`config.mk`:
```
export PLATFORM = sky130hd
export DESIGN_NAME = lin_comm_frame
export DESIGN_NICKNAME = d
export VERILOG_FILES = /design/src/rtl/lin_comm_frame.sv
export SDC_FILE = /design/constraint.sdc
export NUM_CORES = 1
export LEC_CHECK = 0
export CORE_MARGIN = 5
export CORE_UTILIZATION = 35
export CTS_CLUSTER_DIAMETER = 150
export DETAILED_ROUTE_END_ITERATION = 12
export PLACE_DENSITY_LB_ADDON = 0.2
export SLEW_MARGIN = 20
export SYNTH_ARGS = -nofsm -noshare
export SYNTH_HDL_FRONTEND = slang
export SYNTH_SLANG_ARGS = --single-unit
```
`constraint.sdc`:
```
create_clock -name sys_clk -period 3.8 [get_ports sys_clk]
set_clock_uncertainty 0.05 [all_clocks]
set_input_delay 0.76 -clock sys_clk [delete_from_list [all_inputs] [get_ports sys_clk]]
set_output_delay 0.76 -clock sys_clk [all_outputs]
set_load 0.05 [all_outputs]
```
`src/rtl/lin_comm_frame.sv`:
```
// LIN commander frame transmitter: break, delimiter, sync and protected identifier,
// optionally followed by a commander response with a classic or enhanced checksum.
module lin_comm_frame #(
    parameter int BREAK_BITS = 13,
    parameter int CLK_DIV    = 1,
    parameter int MAX_BYTES  = 8,
    parameter int HDR_W      = BREAK_BITS + 21,
    parameter int LW         = $clog2(MAX_BYTES + 1)
) (
    input  logic                   sys_clk,
    input  logic                   rstn,
    input  logic                   start,
    input  logic [5:0]             pid,
    input  logic                   tx_resp,
    input  logic [LW-1:0]          data_len,
    input  logic                   enh_csum,
    input  logic [8*MAX_BYTES-1:0] data_in,
    input  logic                   inter_tx_delay,
    input  logic                   resp_busy,
    output logic                   sdo_comm,
    output logic                   lin_busy,
    output logic                   hdr_valid,
    output logic [HDR_W-1:0]       frame_header_out,
    output logic                   comm_tx_done
);

    localparam int DIV_W = (CLK_DIV > 1) ? $clog2(CLK_DIV) : 1;

    typedef enum logic [2:0] {
        S_IDLE, S_BREAK, S_DELIM, S_SYNC, S_PID, S_DATA, S_CSUM, S_WAIT
    } state_t;

    state_t                 state_q, state_d;
    logic [DIV_W-1:0]       div_q, div_d;
    logic [4:0]             bit_q, bit_d;
    logic [LW-1:0]          bytes_q, bytes_d;
    logic [8*MAX_BYTES-1:0] data_q, data_d;
    logic [7:0]             sum_q, sum_d;
    logic [5:0]             pid_q, pid_d;
    logic                   resp_q, resp_d;
    logic                   enh_q, enh_d;
    logic [HDR_W-1:0]       hdr_q, hdr_d;
    logic                   hdr_valid_q, hdr_valid_d;
    logic                   done_q, done_d;

    logic                   accept;
    logic                   in_frame;
    logic                   in_header;
    logic                   bit_end;
    logic                   last_bit;
    logic                   field_end;
    logic [LW-1:0]          eff_len;
    logic [7:0]             pid_byte;
    logic [7:0]             tx_byte;
    logic [15:0]            frame_word;
    logic                   tx_bit;
    logic [8:0]             sum_t;
    logic [7:0]             sum_fold;

    assign accept    = (state_q == S_IDLE) && start && !inter_tx_delay && !resp_busy;
    assign in_frame  = (state_q != S_IDLE) && (state_q != S_WAIT);
    assign in_header = (state_q == S_BREAK) || (state_q == S_DELIM) ||
                       (state_q == S_SYNC)  || (state_q == S_PID);
    assign bit_end   = (div_q == DIV_W'(CLK_DIV - 1));
    assign field_end = in_frame && bit_end && last_bit;
    assign eff_len   = (data_len > LW'(MAX_BYTES)) ? LW'(MAX_BYTES) : data_len;

    assign pid_byte  = {~(pid_q[1] ^ pid_q[3] ^ pid_q[4] ^ pid_q[5]),
                        pid_q[0] ^ pid_q[1] ^ pid_q[2] ^ pid_q[4],
                        pid_q};

    // End-around-carry add of the current data byte into the running checksum.
    assign sum_t    = {1'b0, sum_q} + {1'b0, data_q[7:0]};
    assign sum_fold = sum_t[7:0] + {7'd0, sum_t[8]};

    always_comb begin
        last_bit = 1'b0;
        case (state_q)
            S_BREAK: last_bit = (bit_q == 5'(BREAK_BITS - 1));
            S_DELIM: last_bit = 1'b1;
            default: last_bit = (bit_q == 5'd9);
        endcase
    end

    always_comb begin
        tx_byte = 8'h00;
        case (state_q)
            S_SYNC:  tx_byte = 8'h55;
            S_PID:   tx_byte = pid_byte;
            S_DATA:  tx_byte = data_q[7:0];
            S_CSUM:  tx_byte = ~sum_q;
            default: tx_byte = 8'h00;
        endcase
    end

    // Start bit at index 0, byte LSB-first, stop bit at index 9; upper fill unused.
    assign frame_word = {7'h7F, tx_byte, 1'b0};
    assign tx_bit     = frame_word[bit_q[3:0]];

    always_ff @(posedge sys_clk or negedge rstn) begin
        if (!rstn) begin
            state_q <= S_IDLE;
        end else begin
            state_q <= state_d;
        end
    end

    always_comb begin
        state_d = state_q;
        case (state_q)
            S_IDLE:  if (accept) state_d = S_BREAK;
            S_BREAK: if (field_end) state_d = S_DELIM;
            S_DELIM: if (field_end) state_d = S_SYNC;
            S_SYNC:  if (field_end) state_d = S_PID;
            S_PID:   if (field_end) state_d = (resp_q && (bytes_q != '0)) ? S_DATA : S_WAIT;
            S_DATA:  if (field_end && (bytes_q == LW'(1))) state_d = S_CSUM;
            S_CSUM:  if (field_end) state_d = S_WAIT;
            S_WAIT:  if (!resp_busy) state_d = S_IDLE;
            default: state_d = S_IDLE;
        endcase
    end

    always_comb begin
        sdo_comm = 1'b1;
        case (state_q)
            S_BREAK: sdo_comm = 1'b0;
            S_DELIM: sdo_comm = 1'b1;
            S_SYNC, S_PID, S_DATA, S_CSUM: sdo_comm = tx_bit;
            default: sdo_comm = 1'b1;
        endcase
        lin_busy         = in_frame;
        hdr_valid        = hdr_valid_q;
        frame_header_out = hdr_valid_q ? hdr_q : '0;
        comm_tx_done     = done_q;
    end

    always_comb begin
        div_d       = div_q;
        bit_d       = bit_q;
        bytes_d     = bytes_q;
        data_d      = data_q;
        sum_d       = sum_q;
        pid_d       = pid_q;
        resp_d      = resp_q;
        enh_d       = enh_q;
        hdr_d       = hdr_q;
        hdr_valid_d = hdr_valid_q;

        if (accept) begin
            pid_d       = pid;
            resp_d      = tx_resp;
            enh_d       = enh_csum;
            bytes_d     = eff_len;
            data_d      = data_in;
            sum_d       = '0;
            hdr_d       = '0;
            hdr_valid_d = 1'b0;
        end

        if (in_frame) begin
            div_d = bit_end ? '0 : div_q + DIV_W'(1);
            if (bit_end) begin
                bit_d = last_bit ? 5'd0 : bit_q + 5'd1;
            end
            if (bit_end && in_header) begin
                hdr_d = {hdr_q[HDR_W-2:0], sdo_comm};
            end
        end

        if (field_end && (state_q == S_PID)) begin
            hdr_valid_d = 1'b1;
            sum_d       = enh_q ? pid_byte : 8'h00;
        end

        if (field_end && (state_q == S_DATA)) begin
            sum_d   = sum_fold;
            data_d  = data_q >> 8;
            bytes_d = bytes_q - LW'(1);
        end
    end

    assign done_d = field_end && (state_d == S_WAIT);

    always_ff @(posedge sys_clk or negedge rstn) begin
        if (!rstn) begin
            div_q       <= '0;
            bit_q       <= '0;
            bytes_q     <= '0;
            data_q      <= '0;
            sum_q       <= '0;
            pid_q       <= '0;
            resp_q      <= 1'b0;
            enh_q       <= 1'b0;
            hdr_q       <= '0;
            hdr_valid_q <= 1'b0;
            done_q      <= 1'b0;
        end else begin
            div_q       <= div_d;
            bit_q       <= bit_d;
            bytes_q     <= bytes_d;
            data_q      <= data_d;
            sum_q       <= sum_d;
            pid_q       <= pid_d;
            resp_q      <= resp_d;
            enh_q       <= enh_d;
            hdr_q       <= hdr_d;
            hdr_valid_q <= hdr_valid_d;
            done_q      <= done_d;
        end
    end

endmodule

```
# ---- Word level (Yosys, flattened, before mapping)
# Index checks and enable logic that the tools add are counted.
dict set report totals {
  ff_bits 129
  latch_bits 0
  ram_bits 0
  romBits 0
  in_bits 81
  output_inout_bits 38
  elab_cells 97
  mem_count 0
}
dict set report op_classes {
  addsub 5
  n_mul 0
  n_div 0
  magnitude_cmp 2
  n_eq_ne 12
  shift 0
  mux 32
  n_bitwise 9
  n_reduce_logical 25
}
# cell count
set ops {}
lappend ops {{34-bit two-way mux} 4}
lappend ops {{64-bit two-way mux} 2}
lappend ops {{8-bit two-way mux} 4}
lappend ops {{8-bit one-hot mux with 4 select lines} 1}
lappend ops {{3-bit two-way mux} 8}
lappend ops {{3-bit one-hot mux with 8 select lines} 1}
lappend ops {{3-bit equality test (second input constant)} 5}
lappend ops {{1-bit logical AND} 12}
lappend ops {{4-bit two-way mux} 3}
lappend ops {{5-bit by 4-bit equality test with 1-bit output (second input constant)} 2}
lappend ops {{8-bit by 8-bit adder with 9-bit output} 1}
lappend ops {{8-bit by 1-bit adder with 8-bit output} 1}
lappend ops {{8-bit inverter} 1}
lappend ops {{3-bit by 2-bit equality test with 1-bit output (second input constant)} 2}
lappend ops {{3-bit nonzero test} 2}
lappend ops {{1-bit XOR} 6}
lappend ops {{5-bit by 1-bit adder with 5-bit output (second input constant)} 1}
lappend ops {{4-bit by 5-bit < comparator with 1-bit output (second input constant)} 1}
lappend ops {{5-bit two-way mux} 1}
lappend ops {{1-bit binary-select mux with 4-bit select} 1}
lappend ops {{4-bit by 1-bit equality test with 1-bit output (second input constant)} 1}
lappend ops {{4-bit > comparator (second input constant)} 1}
lappend ops {{1-bit two-way mux} 4}
lappend ops {{1-bit one-hot mux with 2 select lines} 2}
lappend ops {{other kinds (13)} 18}

# ---- Logic depth before layout (Yosys ltp)
# Gate-level depths: netlist of run 1.
dict set report logic_depth {
  ltp_word 10
  ltp_mapped 12
}

# ---- Least setup slack after synthesis of run 1
# OpenSTA, ideal clock, no wires.
dict set report synth_path {
  path_kind {reg-to-output}
  from {register state_q[0]}
  to {output port sdo_comm}
  t_arrival_ps 2290
  t_required_ps 2990
  setup_slack_ps 700
  path_stages_with_launch 7
  path_cell_list {dfrtp_1 or2_2 mux4_2 o311a_1 o31ai_1 a211oi_2 nor2_1}
}
dict set report synth_between {
  elab_chain_cells 5
}
# element line
set synth_rtl {}
lappend synth_rtl {{start: declaration} 33} ;# state_t state_q, state_d;
lappend synth_rtl {{start signal: assignment} 104} ;# state_q <= state_d;
lappend synth_rtl {{3-bit equality test / 3-bit by 2-bit equality test with 1-bit output (equally long branches)} {87, 125}}
lappend synth_rtl {{8-bit one-hot mux with 4 select lines} 87} ;# case (state_q)
lappend synth_rtl {{1-bit binary-select mux with 4-bit select} 98} ;# assign tx_bit = frame_word[bit_q[3:0]];
lappend synth_rtl {{1-bit two-way mux (implied by the code)} 98}
lappend synth_rtl {{1-bit one-hot mux with 2 select lines *} 125} ;# case (state_q)
lappend synth_rtl {{end: declaration} 20} ;# output logic sdo_comm,
# Mark *: on every way between the ends. The rest lies on a longest branch, timed or not. The select of a mux whose other input is x is not followed.

# ---- Final worst setup path of run 1
# Ends and elaborated chain as after synthesis.

==> impl_metrics.xml, run 1 <==
<?xml version="1.0" encoding="UTF-8"?>
<metrics>
  <group name="synthesis">
    <metric name="synth_seq_cells" unit="">128</metric>
    <metric name="synth_top_family_by_area" unit="">compound AO/OA/AOI/OAI gates</metric>
    <metric name="syn_inst" unit="">683</metric>
    <metric name="edff_count_synth" unit="">0</metric>
    <metric name="netlist_area" unit="µm²">6520</metric>
    <metric name="synth-compound-area-share" unit="%">20.38</metric>
    <metric name="post_synth.cell_area_avg" unit="µm²">9.546</metric>
    <metric name="synthXorXnorAreaFrac" unit="%">2.418</metric>
    <metric name="synthSimpleGateAreaFrac" unit="%">19.48</metric>
    <metric name="synth_top_flop_cell" unit="">sky130_fd_sc_hd__dfrtp_1</metric>
    <metric name="synth_mux_area_share" unit="%">1.497</metric>
    <metric name="synth.yosys.seq_area_share" unit="%">49.13</metric>
    <metric name="synthArstFlopShare" unit="%">100.0</metric>
    <metric name="number_of_nets_in_the_synthesized_netlist" unit="">778</metric>
    <metric name="synthDistinctLibCells" unit="">64</metric>
    <metric name="synth-warning-count" unit="">0</metric>
    <metric name="adder_and_majority_gate_portion_of_the_synthesized_area" unit="%">2.802</metric>
  </group>
  <group name="floorplanning">
    <metric name="initial_core_util" unit="%">35.21</metric>
    <metric name="dieArea" unit="µm²">21460</metric>
    <metric name="io_pins" unit="">119</metric>
    <metric name="die-height" unit="µm">146.5</metric>
    <metric name="die_width" unit="µm">146.5</metric>
    <metric name="design.core.area" unit="µm²">18520</metric>
    <metric name="rows" unit="">50</metric>
  </group>
  <group name="outcome">
    <metric name="status" unit="">complete, no violations</metric>
  </group>
  <group name="worst_setup_path">
    <metric name="timing.critical_path.required" unit="ns">2.99</metric>
    <metric name="timing.critical_path.buf_inv" unit="">1</metric>
    <metric name="crit_path_end_kind" unit="">output pin</metric>
    <metric name="path_cells" unit="">or2_2 -&gt; mux4_2 -&gt; o311a_1 -&gt; o31ai_1 -&gt; a211oi_2 -&gt; nor2_1 -&gt; buf_12</metric>
    <metric name="setup.worst_path.start_class" unit="">register</metric>
    <metric name="kind_of_cell_adding_the_most_delay_to_the_critical_path" unit="">simple AND/OR/NAND/NOR gates</metric>
    <metric name="timing.setup.critical_path_class" unit="">reg2out</metric>
    <metric name="cp_slowest_cell" unit="">sky130_fd_sc_hd__dfrtp_2</metric>
    <metric name="cp_slowest_stage_delay" unit="ns">0.55</metric>
    <metric name="crit_arrival" unit="ns">2.75</metric>
    <metric name="worstPathMaxFanout" unit="">23</metric>
  </group>
  <group name="sta">
    <metric name="post-route-period-util" unit="%">93.65</metric>
    <metric name="setup_viol" unit="">0</metric>
    <metric name="setup_tns" unit="ns">0</metric>
    <metric name="timing.final.crit_period" unit="ns">3.559</metric>
    <metric name="worst-slew-pin-transition" unit="ns">0.7842</metric>
    <metric name="final-hold-violation-count" unit="">0</metric>
    <metric name="worst_slew_margin_rel" unit="%">47.72</metric>
    <metric name="hold-worst-slack" unit="ns">0.3163</metric>
    <metric name="maxClockFrequency" unit="MHz">281.0</metric>
    <metric name="count_of_pins_over_their_slew_limit" unit="">0</metric>
    <metric name="grt_setup_unrepaired" unit="">no</metric>
  </group>
  <group name="detailed_routing">
    <metric name="wire_per_inst" unit="µm">16.72</metric>
    <metric name="detailedRoute.firstIterationViolations" unit="">348</metric>
    <metric name="antenna_violating_nets_post_route" unit="">0</metric>
    <metric name="avgViaCountPerCell" unit="">5.259</metric>
    <metric name="detailedRoute.firstPassIterationCount" unit="">5</metric>
    <metric name="drt_drc_violations_left" unit="">0</metric>
    <metric name="detailroute.via_count" unit="">5411</metric>
    <metric name="totalWireLength" unit="µm">17200</metric>
  </group>
  <group name="layout">
    <metric name="layout-drive-gt1-share" unit="%">8.302</metric>
    <metric name="mostFrequentLayoutCells" unit="">170 x sky130_fd_sc_hd__nand2_1, 127 x sky130_fd_sc_hd__dfrtp_1, 116 x sky130_fd_sc_hd__clkdlybuf4s50_1</metric>
    <metric name="multi_input_comb_area" unit="µm²">3054</metric>
    <metric name="final_nets" unit="">878</metric>
    <metric name="num-fill-cells" unit="">1770</metric>
    <metric name="n_antenna_cell" unit="">0</metric>
    <metric name="final_cell_area" unit="µm²">8532</metric>
    <metric name="layout.cells.most_common" unit="">sky130_fd_sc_hd__nand2_1</metric>
    <metric name="register_area" unit="µm²">3204</metric>
    <metric name="synthesis_to_finish_area_growth" unit="%">30.86</metric>
  </group>
  <group name="cts">
    <metric name="htree_levels" unit="">4</metric>
    <metric name="clock_insertion_delay_worst_skew" unit="ns">0.42</metric>
    <metric name="clkSinkCount" unit="">128</metric>
    <metric name="tritoncts" unit="">yes</metric>
    <metric name="cts.path.max_buffers" unit="">2</metric>
    <metric name="root_buffer" unit="">sky130_fd_sc_hd__clkbuf_16</metric>
    <metric name="cts_made_buffers" unit="">17</metric>
    <metric name="ctsHoldBuffers" unit="">0</metric>
    <metric name="clkTransAtPathRegs" unit="ns">0.06</metric>
    <metric name="cts_repair_resize_count" unit="">0</metric>
    <metric name="post_cts.repair.setup_buffers" unit="">0</metric>
  </group>
  <group name="placement">
    <metric name="port_buffers" unit="">118</metric>
    <metric name="routability_cong" unit="">0.9257</metric>
    <metric name="detailedPlacementHpwl" unit="µm">12130</metric>
    <metric name="post_dp_cell_area" unit="µm²">7915</metric>
  </group>
  <group name="power_and_ir_drop">
    <metric name="powerDensity" unit="nW/µm²">793.0</metric>
    <metric name="vdd_drop_max" unit="mV">0.4087</metric>
    <metric name="leakagePower" unit="µW">0.003893</metric>
    <metric name="total_power" unit="µW">6766</metric>
  </group>
  <group name="flow_run">
    <metric name="max_cap_viol_count" unit="">0</metric>
  </group>
  <group name="global_routing">
    <metric name="grt_start_max_net_pins" unit="">81</metric>
    <metric name="grt_first_pass_wirelength" unit="µm">28730</metric>
    <metric name="grt_util_overall" unit="%">16.36</metric>
    <metric name="globalRouteOverflowTotal" unit="">0</metric>
    <metric name="antenna_found_initial" unit="">0</metric>
    <metric name="vias_in_the_first_global_route" unit="">5685</metric>
  </group>
  <group name="min_path">
    <metric name="min_path_type" unit="">in2async</metric>
  </group>
</metrics>
final timing paths:
kind	startpoint	end	slack, ns	cells after the start
worst min register to register	data_q[8]$_DFFE_PN0P_	data_q[8]$_DFFE_PN0P_	0.42	2
max in group asynchronous	rstn	data_q[23]$_DFFE_PN0P_	2.54	2
worst max register to register	data_q[0]$_DFFE_PN0P_	sum_q[7]$_DFFE_PN0P_	0.82	12
worst min-delay path	rstn	comm_tx_done$_DFF_PN0_	0.32	1
worst max-delay path	state_q[0]$_DFF_PN0_	sdo_comm	0.24	7
min in group sys_clk	data_q[8]$_DFFE_PN0P_	data_q[8]$_DFFE_PN0P_	0.42	2
power breakdown:
part           internal (µW)  leakage (µW)  total [µW]  switching, µW
logic                   1120       0.00194        2610           1480
registers               1910       0.00165        2470            554
clock network           1090      0.000299        1700            603
stage by stage:
stage / setup WS (ns) / util [%] / cells
floorplan: 0.7001 / - / 683
global placement: 0.5970 / 42.74 / 998
detailed placement: 0.5460 / 42.74 / 998
CTS: 0.05424 / 46.07 / 1029
global route: 0.08294 / 46.07 / 1029
finish: 0.2414 / 46.07 / 1029
layer usage:
layer | track usage [%] | share of wire, % | vias to the layer above
met5 | 0 | 0 | -
met4 | 5.080 | 1.3 | 0
met3 | 5.307 | 7.1 | 22
met2 | 26.21 | 47 | 164
met1 | 21.14 | 44 | 2608
li1 | - | - | 2617
cell type report:
class / count / area share [%]
tap: 234 / 3.432
sequential: 128 / 37.56
multi-input combinational: 492 / 35.80
clock inverter: 14 / 2.229
timing repair buffer: 129 / 15.34
inverter: 15 / 0.6599
clock buffer: 17 / 4.986
synthesized netlist by cell type, types with 5 or more instances:
cell type | number | share of area (%)
sky130_fd_sc_hd__nand2_1 | 170 | 9.8
sky130_fd_sc_hd__dfrtp_1 | 128 | 49
sky130_fd_sc_hd__a22oi_1 | 60 | 6.9
sky130_fd_sc_hd__and2_1 | 38 | 3.6
sky130_fd_sc_hd__a22o_1 | 33 | 4.4
sky130_fd_sc_hd__buf_2 | 26 | 2.0
sky130_fd_sc_hd__o21ai_0 | 26 | 2.0
sky130_fd_sc_hd__nor2_1 | 23 | 1.3
sky130_fd_sc_hd__clkbuf_1 | 18 | 1.0
sky130_fd_sc_hd__inv_1 | 15 | 0.86
sky130_fd_sc_hd__a21oi_1 | 14 | 1.1
sky130_fd_sc_hd__ha_1 | 13 | 2.5
sky130_fd_sc_hd__xnor2_1 | 9 | 1.2
sky130_fd_sc_hd__xor2_1 | 9 | 1.2
sky130_fd_sc_hd__a221oi_1 | 8 | 1.1
sky130_fd_sc_hd__a211o_1 | 5 | 0.67
sky130_fd_sc_hd__a31oi_1 | 5 | 0.48
sky130_fd_sc_hd__nor3b_1 | 5 | 0.58
sky130_fd_sc_hd__or2_2 | 5 | 0.48
state kept, by name, summed over array words and instances (netlist names):
register	cells
resp_q	1
pid_q	6
comm_tx_done	1
bit_q	5
sum_q	8
data_q	64
hdr_valid	1
state_q	3
hdr_q	34
enh_q	1
bytes_q	4
cells by family (layout without fill, tap and decap cells):
family | count (synthesis) | count (layout)
adders and majority gates | 14 | 14
buffers and inverters | 63 | 175
AOI/OAI and AO/OA | 178 | 178
and+or+nand+nor | 274 | 274
DFF | 128 | 128
xor gates and xnor gates | 18 | 18
muxes | 8 | 8
Power figures use the tool's default switching activity.
==> run 2, diff against run 1 <==
ABC_CLOCK_PERIOD_IN_PS = 3800   (was not set)
CTS_CLUSTER_SIZE = 16   (was not set)
PLACE_DENSITY_LB_ADDON = 0.08   (was 0.2)
==> impl_metrics.xml, run 2 (same netlist as run 1, synthesis figures left out) <==
<?xml version="1.0" encoding="UTF-8"?>
<metrics>
  <group name="floorplanning">
    <metric name="initial_core_util" unit="%">35.21</metric>
    <metric name="die_width" unit="µm">146.5</metric>
    <metric name="die-height" unit="µm">146.5</metric>
    <metric name="design.core.area" unit="µm²">18520</metric>
    <metric name="dieArea" unit="µm²">21460</metric>
    <metric name="io_pins" unit="">119</metric>
    <metric name="rows" unit="">50</metric>
  </group>
  <group name="layout">
    <metric name="n_antenna_cell" unit="">0</metric>
    <metric name="layout.cells.most_common" unit="">sky130_fd_sc_hd__nand2_1</metric>
    <metric name="final_nets" unit="">881</metric>
    <metric name="synthesis_to_finish_area_growth" unit="%">31.03</metric>
    <metric name="multi_input_comb_area" unit="µm²">3054</metric>
    <metric name="mostFrequentLayoutCells" unit="">170 x sky130_fd_sc_hd__nand2_1, 128 x sky130_fd_sc_hd__dfrtp_1, 116 x sky130_fd_sc_hd__clkdlybuf4s50_1</metric>
    <metric name="max_flop_register" unit="">data_q</metric>
    <metric name="number_of_flip_flops_under_the_largest_register_name" unit="">64</metric>
    <metric name="largest_registers" unit="">data_q: 64 flops, hdr_q: 34 flops, sum_q: 8 flops</metric>
    <metric name="layout-drive-gt1-share" unit="%">8.636</metric>
    <metric name="num-fill-cells" unit="">1795</metric>
    <metric name="register_area" unit="µm²">3203</metric>
  </group>
  <group name="flow_run">
    <metric name="max_cap_viol_count" unit="">0</metric>
  </group>
  <group name="cts">
    <metric name="cts_made_buffers" unit="">17</metric>
    <metric name="clock_insertion_delay_worst_skew" unit="ns">0.43</metric>
    <metric name="tritoncts" unit="">yes</metric>
    <metric name="root_buffer" unit="">sky130_fd_sc_hd__clkbuf_16</metric>
    <metric name="clkTransAtPathRegs" unit="ns">0.06</metric>
    <metric name="cts.path.max_buffers" unit="">2</metric>
    <metric name="htree_levels" unit="">4</metric>
    <metric name="cts_repair_resize_count" unit="">0</metric>
    <metric name="post_cts.repair.setup_buffers" unit="">0</metric>
    <metric name="clkSinkCount" unit="">128</metric>
    <metric name="ctsHoldBuffers" unit="">0</metric>
  </group>
  <group name="worst_setup_path">
    <metric name="timing.critical_path.required" unit="ns">2.99</metric>
    <metric name="cp_slowest_stage_delay" unit="ns">0.53</metric>
    <metric name="cp-startpoint" unit="">state_q[0]$_DFF_PN0_</metric>
    <metric name="crit_path_end_kind" unit="">output pin</metric>
    <metric name="kind_of_cell_adding_the_most_delay_to_the_critical_path" unit="">simple AND/OR/NAND/NOR gates</metric>
    <metric name="path_cells" unit="">or2_2 -&gt; mux4_2 -&gt; o311a_1 -&gt; o31ai_1 -&gt; a211oi_2 -&gt; nor2_1 -&gt; buf_12</metric>
    <metric name="crit_arrival" unit="ns">2.71</metric>
    <metric name="timing.critical_path.buf_inv" unit="">1</metric>
    <metric name="cp_slowest_cell" unit="">sky130_fd_sc_hd__dfrtp_1</metric>
    <metric name="setup.worst_path.start_class" unit="">register</metric>
    <metric name="worstPathMaxFanout" unit="">14</metric>
    <metric name="timing.setup.critical_path_class" unit="">reg2out</metric>
    <metric name="timing.rr.start" unit="">data_q[0]$_DFFE_PN0P_</metric>
  </group>
  <group name="sta">
    <metric name="worst_slew_margin_rel" unit="%">42.01</metric>
    <metric name="setup_tns" unit="ns">0</metric>
    <metric name="maxClockFrequency" unit="MHz">284.0</metric>
    <metric name="setup_viol" unit="">0</metric>
    <metric name="timing.final.crit_period" unit="ns">3.522</metric>
    <metric name="worst-slew-pin-transition" unit="ns">0.8699</metric>
    <metric name="final-hold-violation-count" unit="">0</metric>
    <metric name="count_of_pins_over_their_slew_limit" unit="">0</metric>
    <metric name="post-route-period-util" unit="%">92.67</metric>
    <metric name="grt_setup_unrepaired" unit="">no</metric>
  </group>
  <group name="detailed_routing">
    <metric name="totalWireLength" unit="µm">17860</metric>
    <metric name="detailedRoute.firstIterationViolations" unit="">304</metric>
    <metric name="antenna_violating_nets_post_route" unit="">0</metric>
    <metric name="drt_drc_violations_left" unit="">0</metric>
    <metric name="avgViaCountPerCell" unit="">5.258</metric>
    <metric name="detailedRoute.firstPassIterationCount" unit="">6</metric>
    <metric name="wire_per_inst" unit="µm">17.29</metric>
    <metric name="detailroute.via_count" unit="">5431</metric>
  </group>
  <group name="global_routing">
    <metric name="vias_in_the_first_global_route" unit="">5511</metric>
    <metric name="grt_start_max_net_pins" unit="">63</metric>
    <metric name="antenna_found_initial" unit="">0</metric>
    <metric name="globalRouteOverflowTotal" unit="">0</metric>
    <metric name="grt_first_pass_wirelength" unit="µm">29150</metric>
    <metric name="grt_util_overall" unit="%">16.90</metric>
  </group>
  <group name="power_and_ir_drop">
    <metric name="vdd_drop_max" unit="mV">0.3737</metric>
    <metric name="total_power" unit="µW">6822</metric>
    <metric name="leakagePower" unit="µW">0.003902</metric>
    <metric name="powerDensity" unit="nW/µm²">798.5</metric>
  </group>
  <group name="outcome">
    <metric name="status" unit="">complete, no violations</metric>
  </group>
  <group name="placement">
    <metric name="detailedPlacementHpwl" unit="µm">12530</metric>
    <metric name="port_buffers" unit="">118</metric>
    <metric name="routability_cong" unit="">0.8743</metric>
  </group>
  <group name="min_path">
    <metric name="min_path_type" unit="">in2async</metric>
  </group>
</metrics>
## run 2: changes by cell type in the layout (fill, tap and decap cells not counted), sizes merged
cell | before | now
clkinv | 7 | 4
buf | 13 | 16
bufinv | 4 | 3
clkbuf | 17 | 19
inv | 16 | 19
## run 2: worst paths after layout
kind / to / slack, ns / cells past startpoint
worst max-delay path: sdo_comm / 0.28 / 7
worst min-delay path: pid_q[0]$_DFFE_PN0P_ / 0.29 / 1
worst max register to register: sum_q[7]$_DFFE_PN0P_ / 0.83 / 12
worst min register to register: data_q[10]$_DFFE_PN0P_ / 0.43 / 2
max in group asynchronous: data_q[20]$_DFFE_PN0P_ / 2.63 / 2
min in group sys_clk: data_q[10]$_DFFE_PN0P_ / 0.43 / 2
## run 2: power breakdown
group	internal, µW	switching (µW)
clock	1080	645
combinational	1130	1530
sequential	1910	530
## run 2: per-stage QoR
step                util, %  hold WS (ns)  instances  setup WS, ns  instance area [µm²]
CTS                   46.14        0.3041       1033        0.2745                 8543
finish                46.14        0.2948       1033        0.2785                 8543
floorplan                 -        0.3967        683        0.7001                 6520
detailed placement    42.73        0.4139       1001        0.7197                 7913
global placement      42.73        0.4084       1001        0.7296                 7913
global route          46.14        0.3325       1033        0.1336                 8543
## run 2: layout make-up
cell class	count	area share [%]
Timing Repair Buffer	132	15.29
Multi-Input combinational cell	492	35.75
Clock inverter	13	2.080
Inverter	15	0.6591
Clock buffer	19	5.302
Sequential cell	128	37.49
Tap cell	234	3.427
## run 2: layer usage
metal	global-route usage (%)	wire length, µm
met3	5.462	1232
met4	5.833	364
met5	0	0
met1	21.92	7854
met2	26.70	8407
